==> config.mk <==
export PLATFORM = sky130hd
export DESIGN_NAME = bcd_scan_display
export DESIGN_NICKNAME = d
export VERILOG_FILES = /design/src/rtl/bcd_disp_pkg.sv /design/src/rtl/seg7_decode.sv /design/src/rtl/bcd_scan_display.sv
export SDC_FILE = /design/constraint.sdc
export NUM_CORES = 1
export LEC_CHECK = 0
export ABC_AREA = 1
export CAP_MARGIN = 20
export CORE_MARGIN = 2
export CORE_UTILIZATION = 40
export CTS_CLUSTER_DIAMETER = 120
export DETAILED_ROUTE_END_ITERATION = 10
export HOLD_SLACK_MARGIN = 0.05
export PLACE_DENSITY = 0.59
export SLEW_MARGIN = 15
export SYNTH_ARGS = -nofsm -noshare
export SYNTH_HDL_FRONTEND = slang
export SYNTH_SLANG_ARGS = --single-unit
==> constraint.sdc <==
create_clock -name clk -period 2.45 [get_ports clk]
set_input_delay 0.3675 -clock clk [delete_from_list [all_inputs] [get_ports clk]]
set_output_delay 0.3675 -clock clk [all_outputs]
set_load 0.05 [all_outputs]
==> src/rtl/bcd_disp_pkg.sv <==
// bcd_disp_pkg: segment patterns, slot and state encodings for the BCD scan display
package bcd_disp_pkg;
    localparam logic [6:0] SEG_0     = 7'b0111111;
    localparam logic [6:0] SEG_1     = 7'b0000110;
    localparam logic [6:0] SEG_2     = 7'b1011011;
    localparam logic [6:0] SEG_3     = 7'b1001111;
    localparam logic [6:0] SEG_4     = 7'b1100110;
    localparam logic [6:0] SEG_5     = 7'b1101101;
    localparam logic [6:0] SEG_6     = 7'b1111101;
    localparam logic [6:0] SEG_7     = 7'b0000111;
    localparam logic [6:0] SEG_8     = 7'b1111111;
    localparam logic [6:0] SEG_9     = 7'b1101111;
    localparam logic [6:0] SEG_DASH  = 7'b1000000;
    localparam logic [6:0] SEG_BLANK = 7'b0000000;

    typedef enum logic [1:0] {SLOT_H, SLOT_T, SLOT_U} slot_t;
    typedef enum logic {IDLE, SCAN} state_t;

    function automatic slot_t next_slot(input slot_t s);
        return s == SLOT_H ? SLOT_T : s == SLOT_T ? SLOT_U : SLOT_H;
    endfunction
endpackage

==> src/rtl/seg7_decode.sv <==
// seg7_decode: nibble to {g,f,e,d,c,b,a} segments, dash for non-decimal values
module seg7_decode
    import bcd_disp_pkg::*;
(
    input  logic [3:0] nibble,
    output logic [6:0] seg
);
    always_comb begin
        case (nibble)
            4'd0: seg = SEG_0;
            4'd1: seg = SEG_1;
            4'd2: seg = SEG_2;
            4'd3: seg = SEG_3;
            4'd4: seg = SEG_4;
            4'd5: seg = SEG_5;
            4'd6: seg = SEG_6;
            4'd7: seg = SEG_7;
            4'd8: seg = SEG_8;
            4'd9: seg = SEG_9;
            default: seg = SEG_DASH;
        endcase
    end
endmodule

==> src/rtl/bcd_scan_display.sv <==
// bcd_scan_display: multiplexed 3-digit BCD scanner with leading-zero blanking
module bcd_scan_display
    import bcd_disp_pkg::*;
#(
    parameter int SCAN_DIV       = 4,
    parameter bit SEG_ACTIVE_LOW = 1'b0
) (
    input  logic        clk,
    input  logic        rst,
    input  logic        bcd_valid,
    input  logic [11:0] bcd,
    output logic        bcd_ready,
    output logic [6:0]  seg,
    output logic [2:0]  dig_en,
    output logic        frame_done
);
    localparam int CW = SCAN_DIV > 1 ? $clog2(SCAN_DIV) : 1;
    localparam logic [CW-1:0] LAST = CW'(SCAN_DIV - 1);

    state_t state, nxt_state;
    slot_t slot, nxt_slot;
    logic [CW-1:0] count, nxt_count;
    logic [11:0] word, nxt_word;
    logic in_reset, last, xfer, blank, lit, frame_d;
    logic [3:0] nib;
    logic [6:0] dec_seg, seg_d;
    logic [2:0] dig_d;

    assign last = count == LAST;
    // in_reset holds ready low for the cycle right after a reset edge
    assign bcd_ready = !in_reset && (state == IDLE || (slot == SLOT_U && last));
    assign xfer = bcd_valid && bcd_ready;

    always_ff @(posedge clk) begin
        if (rst) begin
            state      <= IDLE;
            slot       <= SLOT_H;
            count      <= '0;
            word       <= '0;
            seg        <= {7{SEG_ACTIVE_LOW}};
            dig_en     <= '0;
            frame_done <= 1'b0;
            in_reset   <= 1'b1;
        end else begin
            state      <= nxt_state;
            slot       <= nxt_slot;
            count      <= nxt_count;
            word       <= nxt_word;
            seg        <= seg_d;
            dig_en     <= dig_d;
            frame_done <= frame_d;
            in_reset   <= 1'b0;
        end
    end

    always_comb begin
        nxt_state = state;
        nxt_slot  = slot;
        nxt_count = count;
        nxt_word  = word;
        if (state == IDLE) begin
            if (xfer) begin
                nxt_state = SCAN;
                nxt_slot  = SLOT_H;
                nxt_count = '0;
                nxt_word  = bcd;
            end
        end else if (last) begin
            nxt_slot  = next_slot(slot);
            nxt_count = '0;
            nxt_word  = xfer ? bcd : word;
        end else begin
            nxt_count = count + 1'b1;
        end
    end

    // outputs are decoded from the next state so they register in step with it
    assign nib = nxt_slot == SLOT_H ? nxt_word[11:8] : nxt_slot == SLOT_T ? nxt_word[7:4] : nxt_word[3:0];

    seg7_decode u_dec (
        .nibble (nib),
        .seg    (dec_seg)
    );

    always_comb begin
        blank   = nxt_slot == SLOT_H ? nxt_word[11:8] == 4'd0 : nxt_slot == SLOT_T ? nxt_word[11:4] == 8'd0 : 1'b0;
        lit     = nxt_state == SCAN && !blank;
        dig_d   = !lit ? 3'b000 : nxt_slot == SLOT_H ? 3'b100 : nxt_slot == SLOT_T ? 3'b010 : 3'b001;
        seg_d   = (lit ? dec_seg : SEG_BLANK) ^ {7{SEG_ACTIVE_LOW}};
        frame_d = nxt_state == SCAN && nxt_slot == SLOT_U && nxt_count == LAST;
    end
endmodule

======== After elaboration in Yosys (flattened, before gate mapping) ========
Memory sizes are Yosys's and may differ from the RTL's. A register that Yosys moved wholly into a read port is not among the register bits.
Cells that the tools add are included.
storage, ports and cells
  flip-flop bits (word level) ............. 22
  bits in read-only memories .............. 112
  input bits .............................. 15
  output and inout port bits .............. 12
  word-level logic and storage cells ...... 53
  memories ................................ 1
memories
  name             depth  width  rd ports  clocked after memory_dff  wr ports  line              text
  (no name shown)  16     7      1         1                         0         seg7_decode.sv:9  case (nibble)
operators by class
  add/sub/neg operators ................... 1
  equality and inequality tests ........... 6
  muxes and demuxes ....................... 20
  bitwise logic cells ..................... 2
  reduce and logical (&&, ||, !) cells .... 15
operators with widths
  kind                                                                    count
  12-bit two-way mux                                                      3
  2-bit two-way mux                                                       9
  2-bit equality test (second input constant)                             4
  8-bit logical NOT                                                       1
  4-bit two-way mux                                                       2
  1-bit logical AND                                                       6
  1-bit two-way mux                                                       5
  2-bit by 1-bit equality test with 1-bit output (second input constant)  2
  2-bit logical NOT                                                       2
  4-bit logical NOT                                                       1
  3-bit two-way mux                                                       1
  3-bit OR reduction                                                      1
  2-bit by 1-bit adder with 2-bit output (second input constant)          1
  1-bit logical NOT                                                       2
  1-bit inverter                                                          2
  2-bit OR reduction                                                      1
  1-bit logical OR                                                        1

======== Longest topological paths before layout ========
Gate-level depths: netlist of the first run.
  depth after elaboration ................. 15
  mapped depth ............................ 17
  depth with buffers taken out ............ 16

======== By module ========
A second synthesis of the first run with hierarchy kept.
second synthesis, totals
  cells, all modules ...................... 232
  area, all modules ....................... 1,560.2 um^2
by module, submodules not included
  module            instances  cells an instance  area each (um^2)  sequential area each (um^2)
  bcd_scan_display  1          196                1,367.6           580.6
  seg7_decode       1          36                 192.7             0.0

======== Worst setup path before layout of the first run ========
Ideal clock, no wire load.
  kind .................................... flip-flop to flip-flop
  from .................................... register count[0]
  to ...................................... register seg[3]
  setup time .............................. 0.113 ns
  arrival time ............................ 1.955 ns
  data required time ...................... 2.337 ns
  path slack .............................. 0.382 ns
  stages on the path, launching flop included .. 18
  buffers on the path ..................... 1
  clock period less this slack ............ 2.068 ns
  cells stage by stage .................... dfxtp_1 ha_1 nand2_2 nand2_4 nand3_4 buf_6 nand2_2 nand2_2 nand2_1 nand2_2 nor2_4 inv_1 ha_1 inv_1 nand2_1 inv_1 nor2_1 nor2_1
between the ends
  longest elaborated chain between the ends .. 15
  elaborated cells on any way between the ends .. 25
  classes of those cells .................. eq/ne (2); mux (12); bitwise (1); reduce/logical (10)
ends and longest elaborated chain
  element                         line                                            text
  from (decl)                     bcd_scan_display.sv:22                          logic [CW-1:0] count, nxt_count;
  from (signal assigned)          bcd_scan_display.sv:47                          count <= nxt_count;
  2-bit equality test (*)         bcd_scan_display.sv:29                          assign last = count == LAST;
  1-bit logical AND               bcd_scan_display.sv:31                          assign bcd_ready = !in_reset && (state == IDLE || (slot == SLOT_U && last));
  1-bit logical OR                bcd_scan_display.sv:31
  1-bit logical AND               bcd_scan_display.sv:31
  1-bit logical AND               bcd_scan_display.sv:32                          assign xfer = bcd_valid && bcd_ready;
  12-bit two-way mux              bcd_scan_display.sv:62, bcd_scan_display.sv:71
  12-bit two-way mux              bcd_scan_display.sv:68                          end else if (last) begin
  12-bit two-way mux              bcd_scan_display.sv:61                          if (state == IDLE) begin
  8-bit logical NOT               bcd_scan_display.sv:86                          blank = nxt_slot == SLOT_H ? nxt_word[11:8] == 4'd0 : nxt_slot == SLOT_T ? nxt_word[11:4] == 8'd0 : 1'b0;
  1-bit two-way mux (2 in a row)  bcd_scan_display.sv:86
  1-bit logical NOT               bcd_scan_display.sv:87                          lit = nxt_state == SCAN && !blank;
  1-bit logical AND               bcd_scan_display.sv:87
  1-bit inverter (no line)        n/a
  2-bit OR reduction (no line)    n/a
  to (decl)                       bcd_scan_display.sv:13                          output logic [6:0] seg,
Mark *: on every way between the ends. The rest lies on a longest branch, timed or not.
A chain may end at the register's enable or synchronous reset.

======== Final worst setup path of the first run ========
  from .................................... input port bcd_valid
  to ...................................... register seg[3]
between the ends
  longest elaborated chain between the ends .. 11
  elaborated cells on any way between the ends .. 20
  classes of those cells .................. eq/ne (1); mux (11); bitwise (1); reduce/logical (7)
ends and longest elaborated chain
  element                         line                                            text
  from (decl)                     bcd_scan_display.sv:10                          input logic bcd_valid,
  1-bit logical AND (*)           bcd_scan_display.sv:32
  12-bit two-way mux              bcd_scan_display.sv:62, bcd_scan_display.sv:71
  12-bit two-way mux              bcd_scan_display.sv:68
  12-bit two-way mux              bcd_scan_display.sv:61
  8-bit logical NOT               bcd_scan_display.sv:86
  1-bit two-way mux (2 in a row)  bcd_scan_display.sv:86
  1-bit logical NOT               bcd_scan_display.sv:87
  1-bit logical AND               bcd_scan_display.sv:87
  1-bit inverter (no line)        n/a
  2-bit OR reduction (no line)    n/a
Marks and branches as above.

==> results of run 1 <==
[metrics by stage]
stage	utilization [%]	total power [mW]	std cells	area [um2]	hold WS [ns]
finish	53.14	1.183	316	2141	0.4694
global route	53.14	1.256	316	2141	0.5047
CTS	52.48	1.203	314	2115	0.4757
detailed placement	50.34	0.7985	307	2028	0.4653
global placement	50.34	0.7985	307	2028	0.4622
floorplan	-	0.7200	227	1679	0.3952
[sequential cells by signal, summed over array words and instances (netlist names)]
| signal | flops |
|---|---|
| word | 12 |
| seg | 7 |
| dig_en | 3 |
| count | 2 |
| slot | 2 |
| frame_done | 1 |
| in_reset | 1 |
| state | 1 |
[critical path, cell delays in order]
cell and delay (ns):
clkdlybuf4s50_1 0.54, a21oi_4 0.24, nand2_2 0.08, nand2_4 0.10
inv_2 0.04, nand2_1 0.10, nor2_1 0.09, nor2_4 0.18
inv_1 0.08, ha_1 0.29, inv_1 0.05, nand2_1 0.05
inv_1 0.09, nor2_1 0.05, nor2_1 0.09
[worst max path at each step]
stage               startpoint      to  slack (ns)  cells after the start
CTS                   count[0]  seg[3]        0.14                     16
finish               bcd_valid  seg[3]        0.21                     15
global placement     bcd_valid  seg[3]       0.007                     15
floorplan             count[0]  seg[3]        0.38                     17
global route          count[0]  seg[3]     -0.0008                     16
detailed placement   bcd_valid  seg[3]       -0.07                     15
[cells by family (layout without fill, tap and decap cells)]
family / count (synthesis) / after routing / synth area share (%)
AOI/OAI and AO/OA: 11 / 11 / 5.440
adders and majority gates: 7 / 7 / 5.216
and+or+nand+nor: 138 / 138 / 43.52
DFF: 29 / 29 / 34.58
buffers and inverters: 42 / 81 / 11.25
[routing by layer]
layer / wire [um] / GRT usage (%) / share of wire, % / vias up
li1: - / - / - / 778
met2: 1520 / 26.32 / 45 / 18
met5: 0 / 0 / 0 / -
met4: 68 / 8.824 / 2.0 / 0
met3: 94 / 3.896 / 2.8 / 5
met1: 1664 / 21.45 / 50 / 605
[cells in the mapped netlist, drive strengths merged]
cell type / n
a21oi: 5
a22oi: 2
and2: 1
buf: 7
clkbuf: 1
dfxtp: 29
ha: 7
inv: 34
nand2: 65
nand3: 9
nand4: 15
nor2: 46
nor3: 2
o211ai: 1
o21ai: 2
o21bai: 1
[power by group through the flow]
stage / sequential [mW] / clock [mW] / combinational, mW
final: 0.511 / 0.393 / 0.279
after global routing: 0.514 / 0.429 / 0.313
after CTS: 0.511 / 0.414 / 0.278
after detailed placement: 0.521 / 0 / 0.277
after global placement: 0.520 / 0 / 0.278
after floorplan: 0.555 / 0 / 0.165
[area by class of cell]
class | instances | area share, %
well taps | 50 | 2.922
flip-flops and latches | 29 | 27.12
multi-input cells | 156 | 43.02
inverters | 34 | 5.961
clock buffers | 7 | 4.033
repair buffers | 40 | 16.95
[repair_timing]
item	CTS	global route
setup buffers	0	2
resized for setup	0	2
endpoints found under the setup margin	0	4
hold buffers	0	0
==> impl_metrics.tcl, run 1 <==
set metrics [dict create \
    power_share_of_the_sequential_group_pct 43.2 \
    min-delay-start "word[6]" \
    detailed_placer_s_ending_hpwl_mm 2.621 \
    timing.critical_path.required_ns 2.67 \
    grt_start_max_net_pins 18 \
    setup-tns-final_ns 0 \
    rr_startpoint "state" \
    io-pin-count 27 \
    worst_ir_drop_vdd_uv 250.9 \
    p_int_mw 0.8280 \
    drt_pass1_iterations 4 \
    initial_utilization_pct 41.68 \
    h-tree-depth 2 \
    number_of_antenna_violations_at_the_first_check_in_global_routing 0 \
    die_h_um 68.79 \
    dr.first_iter.drc_count 51 \
    cts_root_buffer "clkbuf_8" \
    power.share.switching_pct 30.01 \
    cts_buffers 5 \
    critPathMaxFanout 6 \
    clock_power_share_pct 33.2 \
    yosysWarningCount 0 \
    reg2reg_setup_slack_ns 0.22 \
    routed-via-count 1406 \
    worst-setup-path-type "input port to register" \
    syn-num-nets 249 \
    setup_viol_count_final 0 \
    p_leak_nw 1.041 \
    critPathArrivalTime_ns 2.45 \
    postSynthCellCount 227 \
    combined_area_of_the_multi_input_logic_cells_um2 920.9 \
    power_switching_mw 0.3549 \
    timing.reg2reg.worst_path_depth 14 \
    coreArea_um2 4029 \
    final-hold-violation-count 0 \
    mostFrequentLayoutCells "nand2_1, nor2_1, inv_1, dfxtp_1, clkdlybuf4s50_1" \
    vias_per_cell 4.449 \
    die-width_um 68.79 \
    min_path_type "register to register" \
    distinct_cell_type_count_of_the_synthesized_netlist 30 \
    timing.slew.headroom_pct 64.58 \
    grtUsageTotal_pct 16.82 \
    cts_num_sinks 29 \
    yosysTopAreaCellShare_pct 34.58 \
    cap_viol_max_count 0 \
    vias_in_the_first_global_route 1330 \
    post-route-min-period_ns 2.237 \
    remaining_design_rule_violation_count 0 \
    num_antenna_cells 0 \
    crit-reg2reg-capture "seg[3]" \
    yosys_register_bits 29 \
    critPathCaptureType "register" \
    fillers 427 \
    synthesis.area_um2 1679 \
    clk_pin_slew_ns 0.06 \
    fin_worst_skew_ns 0.002375 \
    clk_latency_ns 0.28 \
    cts_tree "done" \
    startpoint_type "input port" \
    run_status "finished, final reports clean" \
    worst-slew-pin-transition_ns 0.5306 \
    drv_slew 0 \
    post-route-period-util_pct 91.30 \
    achievable-frequency_mhz 447.1 \
    whs_path_depth 2 \
    grt_pass1_wl_mm 5.768 \
    final_layout_net_count 288 \
    syn_to_final_growth_pct 27.50 \
    floorplan.rows 23 \
    placement.io_buffers 26 \
    wirelength_mm 3.348 \
    comb_power_share_pct 23.6 \
    synth.avg_cell_area_um2 7.397 \
    power_density_nw_per_um2 552.6 \
    synth-seq-area-share_pct 34.58 \
    synthDominantAreaCellType "dfxtp_1" \
    design.die.area_um2 4732 \
    final_common_cell "nand2_1" \
    place_worst_setup_slack_ns -0.07466 \
    post_synth_main_area_contributors "dfxtp_1, nand2_1, nor2_1" \
    grt_overflow_total 0 \
    drt-wirelength-per-cell_um 10.59 \
    routability_congestion_estimate_from_global_placement 0.8119 \
    cts-root-to-sink-buffers 2 \
    ant_nets 0 \
    ratio_of_cells_with_drive_above_1_in_the_final_layout_pct 24.81 \
    min_delay_worst_endpoint "word[6]" \
    regArea_um2 580.6 \
    postLayoutSetupSlackWorst_ns 0.2131 \
]
(Power assumes the default switching activity.)
==> run 2: changes to the inputs <==
--- a/config.mk
+++ b/config.mk
@@ -9,7 +9,6 @@
 export CAP_MARGIN = 20
 export CORE_MARGIN = 2
 export CORE_UTILIZATION = 40
-export CTS_CLUSTER_DIAMETER = 120
 export DETAILED_ROUTE_END_ITERATION = 10
 export HOLD_SLACK_MARGIN = 0.05
 export PLACE_DENSITY = 0.59
==> constraint.sdc (replaced) <==
create_clock -name clk -period 2.5 [get_ports clk]
set_input_delay 0.375 -clock clk [delete_from_list [all_inputs] [get_ports clk]]
set_output_delay 0.375 -clock clk [all_outputs]
set_load 0.05 [all_outputs]
==> impl_metrics.tcl, run 2 (synthesis gave the netlist of run 1 again) <==
set metrics [dict create \
    dr.first_iter.drc_count 40 \
    clk_pin_slew_ns 0.07 \
    fin_cells 316 \
    placement.io_buffers 26 \
    wirelength_mm 3.365 \
    cts_num_sinks 29 \
    worst-setup-path-type "input port to register" \
    post-route-min-period_ns 2.233 \
    post-route-period-util_pct 89.33 \
    drt-wirelength-per-cell_um 10.65 \
    remaining_design_rule_violation_count 0 \
    run_status "finished, final reports clean" \
    setup_viol_count_final 0 \
    cts_tree "done" \
    routability_congestion_estimate_from_global_placement 0.8541 \
    cts-root-to-sink-buffers 2 \
    largest-register "word" \
    vias_in_the_first_global_route 1333 \
    num_antenna_cells 0 \
    reg_top3 "word x12, seg x7, dig_en x3" \
    critPathArrivalTime_ns 2.41 \
    fillers 413 \
    critPathMaxFanout 6 \
    h-tree-depth 2 \
    whs_path_depth 2 \
    grt_start_max_net_pins 18 \
    die_h_um 68.79 \
    initial_utilization_pct 41.68 \
    timing.reg2reg.worst_path_depth 16 \
    routed-via-count 1416 \
    die-width_um 68.79 \
    vias_per_cell 4.481 \
    critPathCaptureType "register" \
    rsz0062_at_grt "false" \
    p_leak_nw 1.047 \
    syn_to_final_growth_pct 28.02 \
    cap_viol_max_count 0 \
    clk_latency_ns 0.28 \
    final_layout_net_count 287 \
    final_core_utilization_pct 53.35 \
    worst-slew-pin-transition_ns 0.4916 \
    coreArea_um2 4029 \
    place_worst_setup_slack_ns -0.01480 \
    final-hold-violation-count 0 \
    drt_pass1_iterations 4 \
    detailed_placer_s_ending_hpwl_mm 2.561 \
    timing.slew.headroom_pct 67.13 \
    grt_overflow_total 0 \
    ant_nets 0 \
    floorplan.rows 23 \
    final_common_cell "nand2_1" \
    grtUsageTotal_pct 17.39 \
    ratio_of_cells_with_drive_above_1_in_the_final_layout_pct 25.56 \
    power_density_nw_per_um2 559.2 \
    min_path_type "register to register" \
    cts_buffers 5 \
    mostFrequentLayoutCells "nand2_1, nor2_1, inv_1" \
    cts_root_buffer "clkbuf_8" \
    startpoint_type "input port" \
    design.die.area_um2 4732 \
    grt_pass1_wl_mm 6.072 \
    worst_ir_drop_vdd_uv 311.1 \
    achievable-frequency_mhz 447.8 \
    number_of_antenna_violations_at_the_first_check_in_global_routing 0 \
    postLayoutSetupSlackWorst_ns 0.2667 \
    timing.critical_path.required_ns 2.68 \
    io-pin-count 27 \
    drv_slew 0 \
    fin_worst_skew_ns 0.006557 \
    placed_cells_incl_taps 305 \
    largest_register_ffs 12 \
]
-- run 2: cell type report --
class                           count  area [um2]  share of cell area (%)
Multi-Input combinational cell    156       920.9                   42.84
Sequential cell                    29       581.8                   27.07
Timing Repair Buffer               39       355.3                   16.53
Inverter                           34       127.6                   5.937
Clock buffer                        7       96.34                   4.482
Tap cell                           50       62.56                   2.910
Clock inverter                      1       5.005                  0.2328
-- run 2: worst paths after layout --
| kind | start | to | slack [ns] |
|---|---|---|---|
| setup / recovery | bcd_valid | seg[3] | 0.27 |
| hold / removal | word[6] | word[6] | 0.47 |
| setup reg to reg | count[0] | seg[3] | 0.29 |
| hold reg to reg | word[6] | word[6] | 0.47 |
-- run 2: worst max-delay path, cell delays in order --
cell	delay [ns]
clkdlybuf4s50_1	0.56
a21oi_4	0.24
nand2_2	0.08
nand2_4	0.10
inv_2	0.04
nand2_1	0.10
nor2_1	0.09
nor2_4	0.18
inv_1	0.08
ha_1	0.28
inv_1	0.03
nand2_1	0.05
inv_1	0.05
nor2_1	0.11
nor2_1	0.05
-- run 2: metal layers --
layer	vias to the layer above	wire, um	GRT usage [%]
met2	22	1493	28.25
met4	0	67	5.882
met5	-	0	0
met3	6	92	3.896
met1	608	1711	22.73
li1	780	-	-
-- run 2: stage by stage --
step / hold slack [ns] / power (mW) / TNS, ns / cell area, um2
5_1_grt: 0.5042 / 1.273 / 0 / 2150
3_3_place_gp: 0.4612 / 0.7821 / 0 / 2013
3_5_place_dp: 0.4640 / 0.7808 / -0.01480 / 2013
4_1_cts: 0.4737 / 1.211 / 0 / 2115
6_report: 0.4665 / 1.202 / 0 / 2150
2_1_floorplan: 0.4027 / 0.7056 / 0 / 1679
-- run 2: report_power, final --
group	switching (mW)	total, mW	internal, mW
combinational	0.169	0.274	0.105
sequential	0.0131	0.501	0.488
clock	0.178	0.426	0.248
total	0.360	1.20	0.842
-- run 2: what timing repair did --
action / CTS / global route
hold buffers: 0 / 0
buffers inserted: 0 / 3
resized for setup: 0 / 3
endpoints found under the setup margin: 0 / 6
==> run 3: changes to the inputs <==
--- a/config.mk
+++ b/config.mk
@@ -6,7 +6,7 @@
 export NUM_CORES = 1
 export LEC_CHECK = 0
 export ABC_AREA = 1
-export CAP_MARGIN = 20
+export CAP_MARGIN = 10
 export CORE_MARGIN = 2
 export CORE_UTILIZATION = 40
 export DETAILED_ROUTE_END_ITERATION = 10
==> results of run 3 <==
Final layout, timing and power as in run 2 (identical DEF).
